<file path="config.mk">
export PLATFORM = sky130hd
export DESIGN_NAME = cache_fill_fsm
export DESIGN_NICKNAME = d
export VERILOG_FILES = /design/src/rtl/cache_pkg.sv /design/src/rtl/fill_counter.sv /design/src/rtl/cache_fill_fsm.sv
export SDC_FILE = /design/constraint.sdc
export NUM_CORES = 1
export LEC_CHECK = 0
export ABC_AREA = 1
export BUFFER_PORTS_ARGS = -buffer_cell sky130_fd_sc_hd__buf_4
export CORE_MARGIN = 10
export CORE_UTILIZATION = 50
export DETAILED_ROUTE_END_ITERATION = 8
export GPL_ROUTABILITY_DRIVEN = 0
export PLACE_DENSITY = 0.82
export RECOVER_POWER = 100
export SLEW_MARGIN = 20
export SYNTH_ARGS = -nofsm -noshare
export SYNTH_HDL_FRONTEND = slang
export SYNTH_HIERARCHICAL = 1
export SYNTH_SLANG_ARGS = --single-unit
</file>
<file path="constraint.sdc">
create_clock -name clk -period 1.88 [get_ports clk]
set_input_delay 0 -clock clk [delete_from_list [all_inputs] [get_ports clk]]
set_output_delay 0 -clock clk [all_outputs]
set_load 0.005 [all_outputs]
</file>
<file path="src/rtl/cache_pkg.sv">
// Shared types and constants for the cache block fill controller.
package cache_pkg;

    typedef enum logic {
        FILL_IDLE   = 1'b0,
        FILL_ACTIVE = 1'b1
    } fill_state_t;

    localparam int WORD_BYTES = 2;
    localparam int ADDR_W     = 16;

    function automatic int block_log2(input int block_words);
        return $clog2(block_words);
    endfunction

endpackage

</file>
<file path="src/rtl/fill_counter.sv">
// Wrapping word-index counter for one block fill, with a load value, an enable,
// a terminal-count flag and a sticky done flag.
module fill_counter #(
    parameter int WIDTH = 3
) (
    input  logic             clk,
    input  logic             rst,
    input  logic             load,
    input  logic [WIDTH-1:0] load_value,
    input  logic             en,
    output logic [WIDTH-1:0] idx,
    output logic             tc,
    output logic             done
);

    // Steps are counted apart from idx so completion is right even when
    // idx starts in the middle of the block and wraps.
    logic [WIDTH-1:0] steps;

    assign tc = &steps;

    always_ff @(posedge clk) begin
        if (rst) begin
            idx   <= '0;
            steps <= '0;
            done  <= 1'b0;
        end else if (load) begin
            idx   <= load_value;
            steps <= '0;
            done  <= 1'b0;
        end else if (en && !done) begin
            if (tc) begin
                done <= 1'b1;
            end else begin
                idx   <= idx + WIDTH'(1);
                steps <= steps + WIDTH'(1);
            end
        end
    end

endmodule

</file>
<file path="src/rtl/cache_fill_fsm.sv">
// Cache block fill controller: on a miss, issues BLOCK_WORDS reads and writes the
// returned words. Define FILL_CRITICAL_WORD_FIRST_EN to start at the missing word.
module cache_fill_fsm
    import cache_pkg::*;
#(
    parameter int BLOCK_WORDS = 8,
    parameter int MEM_LATENCY = 4
) (
    input  logic                                 clk,
    input  logic                                 rst,
    input  logic                                 miss_detected,
    input  logic [ADDR_W-1:0]                    miss_address,
    input  logic                                 memory_data_valid,
    output logic                                 fsm_busy,
    output logic                                 mem_read_en,
    output logic [ADDR_W-1:0]                    memory_address,
    output logic                                 write_data_array,
    output logic [block_log2(BLOCK_WORDS)-1:0]   write_word_idx,
    output logic                                 write_tag_array
);

    localparam int IDX_W = block_log2(BLOCK_WORDS);
    localparam int OFF_W = block_log2(BLOCK_WORDS * WORD_BYTES);
    localparam logic [ADDR_W-1:0] BASE_MASK = ~ADDR_W'((1 << OFF_W) - 1);

    // Latency is a property of the memory; returns are tracked by valid pulses.
    localparam int unused_mem_latency = MEM_LATENCY;

    fill_state_t       state;
    fill_state_t       next_state;
    logic [ADDR_W-1:0] block_base;
    logic [IDX_W-1:0]  start_idx;
    logic              start_fill;
    logic [IDX_W-1:0]  issue_idx;
    logic              issue_tc;
    logic              issue_done;
    logic [IDX_W-1:0]  recv_idx;
    logic              recv_tc;
    logic              recv_done;

`ifdef FILL_CRITICAL_WORD_FIRST_EN
    assign start_idx = miss_address[OFF_W-1:1];
`else
    assign start_idx = '0;
`endif

    assign start_fill = (state == FILL_IDLE) && miss_detected;

    always_ff @(posedge clk) begin
        if (rst) begin
            state <= FILL_IDLE;
        end else begin
            state <= next_state;
        end
    end

    always_comb begin
        next_state = state;
        case (state)
            FILL_IDLE:   if (miss_detected) next_state = FILL_ACTIVE;
            FILL_ACTIVE: if (write_tag_array) next_state = FILL_IDLE;
            default:     next_state = FILL_IDLE;
        endcase
    end

    // Base is block aligned, so adding a word offset never carries out of the block.
    always_ff @(posedge clk) begin
        if (rst) begin
            block_base <= '0;
        end else if (start_fill) begin
            block_base <= miss_address & BASE_MASK;
        end
    end

    always_comb begin
        fsm_busy         = (state == FILL_ACTIVE);
        mem_read_en      = (state == FILL_ACTIVE) && !issue_done;
        write_data_array = (state == FILL_ACTIVE) && memory_data_valid && !recv_done;
        write_tag_array  = (state == FILL_ACTIVE) && memory_data_valid && !recv_done && recv_tc;
        memory_address   = '0;
        write_word_idx   = '0;
        if (mem_read_en) begin
            memory_address = block_base + ADDR_W'(WORD_BYTES * int'(issue_idx));
        end
        if (write_data_array) begin
            write_word_idx = recv_idx;
        end
    end

    fill_counter #(
        .WIDTH(IDX_W)
    ) u_issue_counter (
        .clk       (clk),
        .rst       (rst),
        .load      (start_fill),
        .load_value(start_idx),
        .en        (mem_read_en),
        .idx       (issue_idx),
        .tc        (issue_tc),
        .done      (issue_done)
    );

    fill_counter #(
        .WIDTH(IDX_W)
    ) u_recv_counter (
        .clk       (clk),
        .rst       (rst),
        .load      (start_fill),
        .load_value(start_idx),
        .en        (write_data_array),
        .idx       (recv_idx),
        .tc        (recv_tc),
        .done      (recv_done)
    );

    logic unused_issue_tc;
    assign unused_issue_tc = issue_tc;

endmodule

</file>
# Yosys cells after proc, flatten, opt, wreduce, memory -nomap -nowiden
# Index checks and enable logic that the tools add are counted.
# Widths: inputs -> output; s select.
[totals]
elab_cells = 37
regBits = 27
[classes]
n_reduce_logical = 16
mux = 5
n_bitwise = 3
n_addsub = 5
[ops]
columns = ["cell", "count"]
rows = [
  ["$add 16x4->16", 1],
  ["$mux 16", 1],
  ["$add 3x1->3 const B", 4],
  ["$reduce_and 4->1", 2],
  ["$logic_and 1x1->1", 7],
  ["$reduce_and 3->1", 2],
  ["$reduce_and 2->1", 2],
  ["$mux 3", 1],
  ["$not 1->1", 3],
  ["$logic_not 1->1", 2],
  ["$mux 1", 2],
  ["$pmux 1 s2", 1],
  ["$reduce_or 2->1", 1],
]

# Depth between registers and ports, before layout
[logic_depth]
word_depth = 5
ltp_mapped = 9
mapped_depth_nobuf = 9

# Modules after synthesis
# Netlist, hierarchy kept.
[modules_own_cells]
columns = ["mod", "area_each_um2", "cells_per_inst", "n_inst", "seq_area_each_um2"]
rows = [
  ["cache_fill_fsm", 728.2, 103, 1, 260.2],
  ["fill_counter at u_recv_counter", 361.6, 48, 1, 140.1],
  ["fill_counter at u_issue_counter", 346.6, 46, 1, 140.1],
]

# Least setup slack after synthesis
# No wires, ideal clock.
[synth_timing]
path_type = "register to register"
start = "register u_recv_counter.steps[0]"
end = "register u_recv_counter.steps[0]"
period_less_slack_ns = 1.295
required_time_ns = 1.814
n_path_buf = 0
arrival_time_ns = 1.229
stages_incl_launch_ff = 7
slack_ns = 0.585
cell_sequence = "dfxtp_1 -> ha_1 -> ha_1 -> inv_2 -> nand3_2 -> or2_1 -> a21oi_2"
[synth_between]
elab_chain_len = 3
[synth_lines]
columns = ["item", "line", "rtl"]
rows = [
  ["start, declared", "fill_counter.sv:18", "logic [WIDTH-1:0] steps;"],
  ["start signal, assigned", "fill_counter.sv:36", "steps <= steps + WIDTH'(1);"],
  ["$reduce_and 3->1", "fill_counter.sv:20", "assign tc = &steps;"],
  ["via recv_tc", "cache_fill_fsm.sv:38", "logic recv_tc;"],
  ["$not 1->1 (no line)", "n/a", ""],
  ["$reduce_and 2->1 (no line)", "n/a", ""],
]
# The timed path passes the listed nets, and every way through them passes these cells.
# A chain may end at the register's enable or synchronous reset.

# Worst setup path after layout
[layout_timing]
start = "register state, in the netlist fsm_busy"
end = "register block_base[10]"
[layout_between]
elab_chain_len = 2
[layout_lines]
columns = ["item", "line", "rtl"]
rows = [
  ["start, declared", "cache_fill_fsm.sv:29", "fill_state_t state;"],
  ["start signal, assigned", "cache_fill_fsm.sv:53", "state <= next_state;"],
  ["$not 1->1", "cache_fill_fsm.sv:47", "assign start_fill = (state == FILL_IDLE) && miss_detected;"],
  ["$logic_and 1x1->1", "cache_fill_fsm.sv:47", ""],
  ["end signal, assigned", "cache_fill_fsm.sv:71", "block_base <= miss_address & BASE_MASK;"],
  ["end, declared", "cache_fill_fsm.sv:31", "logic [ADDR_W-1:0] block_base;"],
]
# No other way between the ends.

==> results.py <==
metrics = {
    "outcome": {
        "status": "finished with violations",
        "violations": "negative hold slack",
    },
    "placed_design": {
        "placed_cells": 266,
        "port_buffers": 37,
        "dp_hpwl_um": 2304,
        "pre_cts_slack_ns": 0.4553,
    },
    "logic_synthesis": {
        "ys_seq_elements": 27,
        "yosysTopAreaCell": "dfxtp_1",
        "netlist_area_um2": 1436,
        "avgSynthCellArea_um2": 7.291,
        "yosys.cell_types.count": 26,
        "syn_inst": 197,
        "synth.area.top_cells": "dfxtp_1, nand2_1, nor2_1",
        "seq_area_frac_synth_pct": 37.63,
        "synth_top_area_share_pct": 37.63,
        "ys_warn_count": 6,
    },
    "setup_path": {
        "worst-path-buf-inv": 3,
        "r2r_setup_slack_ns": 0.18,
        "crit_fanout": 26,
        "cp_slowest_stage_delay_ns": 0.58,
        "crit_family": "buffers and inverters",
        "worst_setup_path_start_kind": "flip-flop",
        "crit_required_ns": 2.17,
        "endpoint_kind": "flip-flop",
        "critical_path_class": "flip-flop to flip-flop",
        "reg2regPathDepth": 6,
        "r2r-start": "fsm_busy",
        "reg2reg_to": "block_base[10]",
        "path_cells": "inv_2, nand2_4, inv_4, nand2_2, a21oi_1, dlygate4sd3_1",
        "crit_slowest_cell": "dlygate4sd3_1",
        "arrival_ns": 1.99,
    },
    "pwr": {
        "p_leak_nw": 0.8582,
        "switching_share_pct": 29.79,
        "p_int_w": 0.0008023,
        "p_per_area_nw_per_um2": 601.3,
        "p_seq_share_pct": 55.0,
        "peakVddDrop_mv": 0.5223,
        "power.net_switching_w": 0.0003405,
        "p_comb_share_pct": 21.9,
        "clock_power_share_pct": 23.0,
    },
    "clock_tree": {
        "cts.path.max_buffers": 2,
        "cts_buffers": 3,
        "cts_htree_levels": 1,
        "cts-root-buf": "clkbuf_4",
        "clock_latency_ns": 0.34,
        "path_clk_slew_ns": 0.16,
        "post_cts_buffers": 0,
        "cts_tree": "done",
        "cts.sinks": 27,
    },
    "global_routing": {
        "grt_max_degree": 27,
        "grt_pass1_wl_um": 6210,
        "track_usage_pct": 14.09,
        "antenna_found_initial": 0,
        "grt_pass1_vias": 1390,
        "overflow": 0,
    },
    "floorplanning": {
        "dieArea_um2": 5417,
        "start_util_pct": 52.09,
        "die_w_um": 73.60,
        "design.portCount": 43,
        "dieHeight_um": 73.60,
        "rows": 19,
        "core_um2": 2758,
    },
    "routing": {
        "postRouteAntennaNets": 0,
        "drc": 0,
        "highest-signal-layer": "met4",
        "wl_met2_um": 1846,
        "detail_route.vias_per_cell": 4.702,
        "dr_total_vias": 1359,
        "wl_met3_um": 185,
        "wl_per_cell_um": 12.29,
        "dr.pass1.iters": 4,
        "wl_um": 3553,
        "drt_iter0_drc": 71,
        "wl_met1_um": 1479,
    },
    "timing": {
        "hold_viol": 1,
        "finalHoldWorstSlack_ns": -0.004373,
        "period_share_pct": 90.30,
        "setup_ws_ns": 0.1823,
        "skew_ns": 0.01287,
        "setup_viol": 0,
        "maxSlewViolCount": 0,
        "setup-tns-final_ns": 0,
        "period_minus_slack_ns": 1.698,
        "rsz0062_at_grt": "no",
        "fmax_mhz": 589.0,
    },
    "cells_and_area": {
        "final_nets": 285,
        "fillers": 230,
        "mostFrequentLayoutCells": "nand2_1, nor2_1, inv_1",
        "mostFrequentLayoutCell": "nand2_1",
        "fin_cells": 289,
        "drive_gt1_share_pct": 23.64,
        "synthToLayoutAreaGrowth_pct": 32.32,
        "antennaDiodeCount": 0,
    },
    "min_path": {
        "min_path_type": "primary input to flip-flop",
        "hold_path_depth": 4,
        "min_to": "fsm_busy",
        "hp-start": "memory_data_valid",
    },
    "job": {
        "cap_viol_max_count": 0,
    },
}
## power by group through the flow
| stage | registers (W) | logic [W] | clock network [W] |
|---|---|---|---|
| floorplan | 0.000636 | 0.000162 | 0 |
| CTS | 0.000629 | 0.000255 | 0.000269 |
| global placement | 0.000640 | 0.000219 | 0 |
| detailed placement | 0.000641 | 0.000223 | 0 |
| global route | 0.000634 | 0.000286 | 0.000295 |
| finish | 0.000629 | 0.000250 | 0.000263 |
## layer usage
metal	up-vias	global-route usage, %
met5	-	0
met4	0	5.383
met3	6	3.499
met2	32	25.95
met1	602	14.83
li1	719	-
## area by class of cell
type	instances	area, um2	share of cell area [%]
inverters	33	126.4	6.649
flip-flops and latches	27	540.5	28.44
clock inverters	1	7.507	0.3950
well taps	31	38.79	2.041
multi-input cells	138	704.4	37.06
clock buffers	3	22.52	1.185
repair buffers	56	460.4	24.23
## timing repair
item / CTS / global route
resized for setup: 0 / 0
hold buffers: 18 / 1
endpoints found under the hold margin: 12 / 2
## worst register-to-register path: cells and delay by family (launching register included)
family / cells / cell delay, ns
AO/OA/AOI/OAI: 1 / 0.16
buffers and inverters: 3 / 0.92
flip-flops: 1 / 0.38
AND/OR/NAND/NOR: 2 / 0.19
## logic make-up (layout without fill, tap and decap cells)
group                      Yosys count  after routing  share of synthesized area (%)
DFF                                 27             27                          37.63
adders and majority gates            6              6                          5.226
AOI/OAI and AO/OA                   30             30                          13.24
other                                1              7                         0.2611
and+or+nand+nor                     93             93                          29.79
xor gates and xnor gates             2              2                          1.220
buffers and inverters               38             93                          12.63
## synth_stat cells, drive strengths merged
master,number
nand4,1
buf,5
o21ai,7
xnor2,2
and3,1
a21oi,22
conb,1
nand2,44
ha,6
or2,2
inv,33
dfxtp,27
nand3,13
nor2,32
o21a,1
## state kept, by name (all words and copies together) (netlist names)
signal and count:
u_recv_counter/done 1, fsm_busy 1, u_recv_counter/steps 3, u_issue_counter/idx 3, u_issue_counter/steps 3, u_issue_counter/done 1, u_recv_counter/idx 3, block_base 12
## metrics by stage
step	utilization, %	total power (W)	instance area, um2	hold slack [ns]
after floorplan	-	0.0007983	1459	0.06907
final	68.92	0.001143	1901	-0.004373
after global routing	68.92	0.001215	1901	0.008602
after global placement	62.39	0.0008593	1720	0.2530
after CTS	70.01	0.001152	1931	0.001196
after detailed placement	62.39	0.0008643	1720	0.2576
## worst max-delay path by stage
stage	startpoint	end	slack (ns)	cells past startpoint
after floorplan	u_recv_counter/steps[0]	u_recv_counter/steps[0]	0.58	6
after global placement	fsm_busy	u_recv_counter/idx[2]	0.48	8
after detailed placement	u_recv_counter/steps[0]	u_recv_counter/steps[0]	0.46	6
after CTS	fsm_busy	block_base[8]	0.21	6
after global routing	fsm_busy	block_base[10]	0.04	6
final	fsm_busy	block_base[10]	0.18	6
Note: power is estimated with default switching activity, not from simulation.
